--- config.mk ---
export PLATFORM = sky130hd
export DESIGN_NAME = sram_port_arbiter
export DESIGN_NICKNAME = d
export VERILOG_FILES = /design/src/rtl/sram_port_arbiter.sv
export SDC_FILE = /design/constraint.sdc
export NUM_CORES = 1
export LEC_CHECK = 0
export CAP_MARGIN = 20
export CORE_AREA = 2 2 77 134
export DETAILED_ROUTE_END_ITERATION = 12
export DIE_AREA = 0 0 79 136
export PLACE_DENSITY = 0.92
export SETUP_SLACK_MARGIN = 0.1
export SLEW_MARGIN = 25
export SYNTH_ARGS = -nofsm -noshare
export SYNTH_HDL_FRONTEND = slang
export SYNTH_SLANG_ARGS = --single-unit
--- constraint.sdc ---
create_clock -name ACLK -period 5.6 [get_ports ACLK]
set_input_delay 0.56 -clock ACLK [delete_from_list [all_inputs] [get_ports ACLK]]
set_output_delay 0.56 -clock ACLK [all_outputs]
set_load 0.02 [all_outputs]
--- src/rtl/sram_port_arbiter.sv ---
// Round-robin arbiter sharing one 8-bit SRAM macro between word-wide requesters.
// Each 32-bit access is sequenced as four byte beats on the macro pins.
module sram_port_arbiter #(
  parameter int NUM_REQ    = 2,
  parameter int ADDR_WIDTH = 9
) (
  input  logic                              ACLK,
  input  logic                              ARESETN,
  input  logic [NUM_REQ-1:0]                req_valid,
  output logic [NUM_REQ-1:0]                req_ready,
  input  logic [NUM_REQ-1:0]                req_we,
  input  logic [NUM_REQ*(ADDR_WIDTH-2)-1:0] req_addr,
  input  logic [NUM_REQ*32-1:0]             req_wdata,
  input  logic [NUM_REQ*4-1:0]              req_wstrb,
  output logic [NUM_REQ-1:0]                rsp_valid,
  input  logic [NUM_REQ-1:0]                rsp_ready,
  output logic [31:0]                       rsp_rdata,
  output logic                              sram_cen_n,
  output logic                              sram_gwen_n,
  output logic [ADDR_WIDTH-1:0]             sram_a,
  output logic [7:0]                        sram_d,
  input  logic [7:0]                        sram_q
);

  localparam int WAW = ADDR_WIDTH - 2;
  localparam int IW  = $clog2(NUM_REQ);

  typedef enum logic [1:0] {
    IDLE,
    ISSUE,
    WAIT,
    RESP
  } state_t;

  state_t state, state_nx;

  logic [IW-1:0]         rr;
  logic [IW-1:0]         id;
  logic [IW-1:0]         pick;
  logic                  found;
  logic                  we_q;
  logic [WAW-1:0]        addr_q;
  logic [31:0]           wdata_q;
  logic [3:0]            wstrb_q;
  logic [1:0]            beat;
  logic [31:0]           rdata;
  logic [ADDR_WIDTH-1:0] a_q;
  logic [7:0]            d_q;

  // first valid requester after the last grant
  always_comb begin
    int j;
    pick  = '0;
    found = 1'b0;
    j     = 0;
    for (int k = 1; k <= NUM_REQ; k++) begin
      j = int'(rr) + k;
      if (j >= NUM_REQ) j = j - NUM_REQ;
      if (!found && req_valid[j]) begin
        found = 1'b1;
        pick  = IW'(j);
      end
    end
  end

  always_comb begin
    req_ready = '0;
    if (state == IDLE && found) req_ready[pick] = 1'b1;
  end

  always_comb begin
    rsp_valid = '0;
    if (state == RESP) rsp_valid[id] = 1'b1;
  end

  assign rsp_rdata = rdata;

  always_comb begin
    state_nx = state;
    unique case (state)
      IDLE:  if (found) state_nx = ISSUE;
      ISSUE: if (beat == 2'd3) state_nx = we_q ? RESP : WAIT;
      WAIT:  state_nx = RESP;
      RESP:  if (rsp_ready[id]) state_nx = IDLE;
      default: state_nx = IDLE;
    endcase
  end

  // macro pins: driven live during ISSUE, a/d hold otherwise
  always_comb begin
    sram_cen_n  = 1'b1;
    sram_gwen_n = 1'b1;
    sram_a      = a_q;
    sram_d      = d_q;
    if (state == ISSUE) begin
      sram_a      = {addr_q, beat};
      sram_gwen_n = ~we_q;
      sram_cen_n  = we_q ? ~wstrb_q[beat] : 1'b0;
      if (we_q) sram_d = wdata_q[{beat, 3'b000} +: 8];
    end
  end

  always_ff @(posedge ACLK or negedge ARESETN) begin
    if (!ARESETN) begin
      state   <= IDLE;
      rr      <= IW'(NUM_REQ - 1);
      id      <= '0;
      we_q    <= 1'b0;
      addr_q  <= '0;
      wdata_q <= '0;
      wstrb_q <= '0;
      beat    <= '0;
      rdata   <= '0;
      a_q     <= '0;
      d_q     <= '0;
    end else begin
      state <= state_nx;
      unique case (state)
        IDLE: begin
          if (found) begin
            id      <= pick;
            rr      <= pick;
            we_q    <= req_we[pick];
            addr_q  <= req_addr[int'(pick)*WAW +: WAW];
            wdata_q <= req_wdata[int'(pick)*32 +: 32];
            wstrb_q <= req_wstrb[int'(pick)*4 +: 4];
            beat    <= '0;
            rdata   <= '0;
          end
        end
        ISSUE: begin
          beat <= beat + 2'd1;
          a_q  <= sram_a;
          d_q  <= sram_d;
          // byte of the previous beat arrives now
          if (!we_q && beat != 2'd0)
            rdata[{beat - 2'd1, 3'b000} +: 8] <= sram_q;
        end
        WAIT: rdata[31:24] <= sram_q;
        default: ;
      endcase
    end
  end

endmodule
==> flow_metrics.py <==
metrics = {
    "clock_network": {
        "holdBufCountCts": 0,
        "cts.path.max_buffers": 2,
        "number_of_sinks_driven_by_the_clock_tree": 99,
        "post-cts-setup-buffers": 0,
        "clkTransAtPathRegs_ns": 0.07,
        "cts_tree": "done",
        "clk_latency_ns": 0.35,
        "cts_max_level": 3,
        "tritoncts.num_buffers": 9,
        "clockRootBuffer": "sky130_fd_sc_hd__clkbuf_16",
        "post_cts_resize_count": 0,
    },
    "logic_synthesis": {
        "synth.area.top_cells": "sky130_fd_sc_hd__dfrtp_1 52%, sky130_fd_sc_hd__a222oi_1 9.4%, sky130_fd_sc_hd__mux2_2 8.2%",
        "postSynthCellCount": 398,
        "synth_edf_count": 0,
        "synth.net_count": 510,
        "ys_seq_area_share_pct": 52.9,
        "synth_cell_type_count": 38,
        "post_synth.cell_area_avg_um2": 11.8,
        "synth_top_flop_cell": "sky130_fd_sc_hd__dfrtp_1",
        "yosysTopAreaCell": "sky130_fd_sc_hd__dfrtp_1",
        "ys_ff_latch": 99,
        "ys_warn_count": 0,
        "asyncSetResetFlopFracSynth_pct": 100,
        "yosys.area.top_type_share_pct": 52.3,
        "netlist_area_um2": 4690,
    },
    "critical_path": {
        "timing.setup.critical_path_class": "flip-flop to primary output",
        "path_cells": "mux4_2 > mux2_2 > clkdlybuf4s50_1",
        "worstPathBufferInverterCount": 1,
        "type_of_destination_of_the_critical_path": "primary output",
        "timing.critical_path.slowest_cell_delay_ns": 0.93,
        "critical_path_required_ns": 5.04,
        "element_type_at_the_critical_path_start": "flip-flop",
        "critPathSlowestCell": "sky130_fd_sc_hd__dfrtp_1",
        "cp_data_arrival_time_ns": 2.74,
        "critical-path-top-delay-family": "flip-flops",
        "crit_fanout": 19,
    },
    "layout": {
        "filler_cell_count": 716,
        "drive_gt1_share_pct": 13.6,
        "layout.cells.most_common_list": "155 x sky130_fd_sc_hd__clkdlybuf4s50_1, 98 x sky130_fd_sc_hd__dfrtp_1, 77 x sky130_fd_sc_hd__inv_1, 44 x sky130_fd_sc_hd__a222oi_1, 34 x sky130_fd_sc_hd__mux2_2",
        "final_common_cell": "sky130_fd_sc_hd__clkdlybuf4s50_1",
        "flow.area_growth_from_synthesis_pct": 42.8,
        "fin_nets": 659,
        "antenna_cells": 0,
        "stdcell_count": 677,
    },
    "placement": {
        "numPlacedInstances": 661,
        "dpl.hpwl_um": 9530,
        "preCtsSetupSlack_ns": 2.65,
        "globalplace.congestion": 0.862,
        "io_buffer_count": 156,
    },
    "sta": {
        "rsz0062_at_grt": "no",
        "skew_final_ns": 0.00682,
        "max_slew.worst_pin.slew_ns": 0.890,
        "finalSetupTns_ns": 0,
        "timing.final.ws_setup_ns": 2.30,
        "max_freq_mhz": 303,
        "layout_min_cycle_time_ns": 3.30,
        "whs_ns": 0.193,
        "finalHoldViolations": 0,
        "relative_slew_slack_pct": 40.2,
        "setup_viol": 0,
        "final.period_utilization_pct": 58.9,
        "maxSlewViolCount": 0,
    },
    "floorplanning": {
        "floorplan_die_area_um2": 10700,
        "core-area_um2": 9730,
        "dieHeight_um": 136,
        "top_level_i_o_count": 157,
        "row_count": 48,
        "die_x_um": 79,
        "initial_utilization_pct": 48.2,
    },
    "routing": {
        "drc_errors": 0,
        "initialDrtViolationCount": 492,
        "avgViaCountPerCell": 5.79,
        "ant_nets": 0,
        "drtPass1Iterations": 9,
        "totalWireLength_um": 12800,
        "routed_wire_length_per_instance_um": 18.9,
        "dr_total_vias": 3923,
    },
    "power": {
        "share_clk_of_total_power_pct": 18.1,
        "report.power.total_w": 0.00352,
        "share_comb_of_total_power_pct": 48.0,
        "p_sw_share_pct": 37.7,
        "netSwitchingPower_w": 0.00133,
        "pwr_density_cell_nw_per_um2": 526,
        "internal-power_w": 0.00219,
        "vdd.ir_drop.worst_mv": 0.399,
        "pwr-share-seq_pct": 33.9,
        "cellLeakagePower_nw": 3.01,
    },
    "global_route": {
        "largest_net_degree_at_the_start_of_global_routing": 56,
        "antenna_found_initial": 0,
        "grt_use_total_pct": 24.9,
        "global_route_wire_length_before_repair_um": 20500,
        "first_global_vias": 4063,
        "globalRouteOverflowTotal": 0,
    },
    "min_path": {
        "min-delay-path-class": "primary input to asynchronous set/reset pin",
    },
    "flow_run": {
        "maxCapViolCount": 0,
    },
    "status": {
        "outcome": "finished, final reports clean",
    },
}
## layout make-up
type	instances	area [um2]	share of cell area, %
clock buffers	11	253	3.78
inverters	77	289	4.32
repair buffers	161	1620	24.1
flip-flops and latches	99	2480	37.0
well taps	125	156	2.34
clock inverters	5	61.3	0.916
multi-input cells	199	1840	27.5
## through the flow
stage / instance area, um2 / utilization [%]
3_5_place_dp: 6380 / 65.6
2_1_floorplan: 4690 / -
3_3_place_gp: 6350 / 65.3
6_report: 6690 / 68.8
4_1_cts: 6690 / 68.8
5_1_grt: 6690 / 68.8
## worst paths after layout
| kind | start | to | slack (ns) | cells past startpoint |
|---|---|---|---|---|
| worst min-delay path | ARESETN | rsp_rdata[17] | 0.19 | 1 |
| worst max-delay path | beat[0] | sram_d[3] | 2.30 | 3 |
| min in group ACLK | wdata_q[21] | wdata_q[21] | 0.50 | 2 |
| worst min register to register | wdata_q[21] | wdata_q[21] | 0.50 | 2 |
| worst max register to register | beat[0] | rsp_rdata[25] | 2.79 | 6 |
| max in group asynchronous | ARESETN | wdata_q[31] | 4.28 | 2 |
## Yosys cell counts, drive strengths merged, types with 2 or more instances
library cell  instances
dfrtp                98
inv                  77
a222oi               44
mux2                 34
o21ai                28
nand3                25
buf                  12
clkbuf               11
ha                   10
mux4                  9
a22o                  8
nand2                 8
a21oi                 4
nor3                  4
nor2                  3
a21o                  2
nand2b                2
nor2b                 2
nor3b                 2
nor4                  2
o22ai                 2
## routing by layer
layer / GRT usage (%) / wire (um) / up-vias
met5: 0 / 0 / -
met4: 10.7 / 476 / 0
met3: 5.91 / 845 / 32
met2: 44.4 / 6930 / 203
met1: 27.9 / 4580 / 1923
li1: - / - / 1765
## power groups by stage
| stage | Combinational, W | Clock, W | Sequential (W) |
|---|---|---|---|
| after floorplan | 0.00114 | 0 | 0.00114 |
| after global placement | 0.00160 | 0 | 0.00119 |
| after global routing | 0.00183 | 0.000677 | 0.00123 |
| final | 0.00169 | 0.000636 | 0.00119 |
| after detailed placement | 0.00168 | 0 | 0.00120 |
| after CTS | 0.00169 | 0.000650 | 0.00119 |
## sequential cells by signal, summed over array words and instances (netlist names), 2 cells and up
register and flops:
rsp_rdata 32, wdata_q 32, a_q 9, d_q 8, addr_q 7, wstrb_q 4
beat 2, state 2
## worst register-to-register path: cells and delay by family (launching register included)
kind	cells	cell delay, ns
buffers and inverters	1	0.28
DFF	1	0.93
AOI/OAI and AO/OA	2	0.38
adders and majority gates	1	0.42
and+or+nand+nor	2	0.75
## kinds of logic after synthesis
kind of cell               Yosys count  share of synthesized area, %
and+or+nand+nor                     52                          6.62
AOI/OAI and AO/OA                   93                          16.6
buffers and inverters              100                          8.54
muxes                               44                          12.7
DFF                                 99                          52.9
adders and majority gates           10                          2.67
Note: power is estimated with default switching activity, not from simulation.
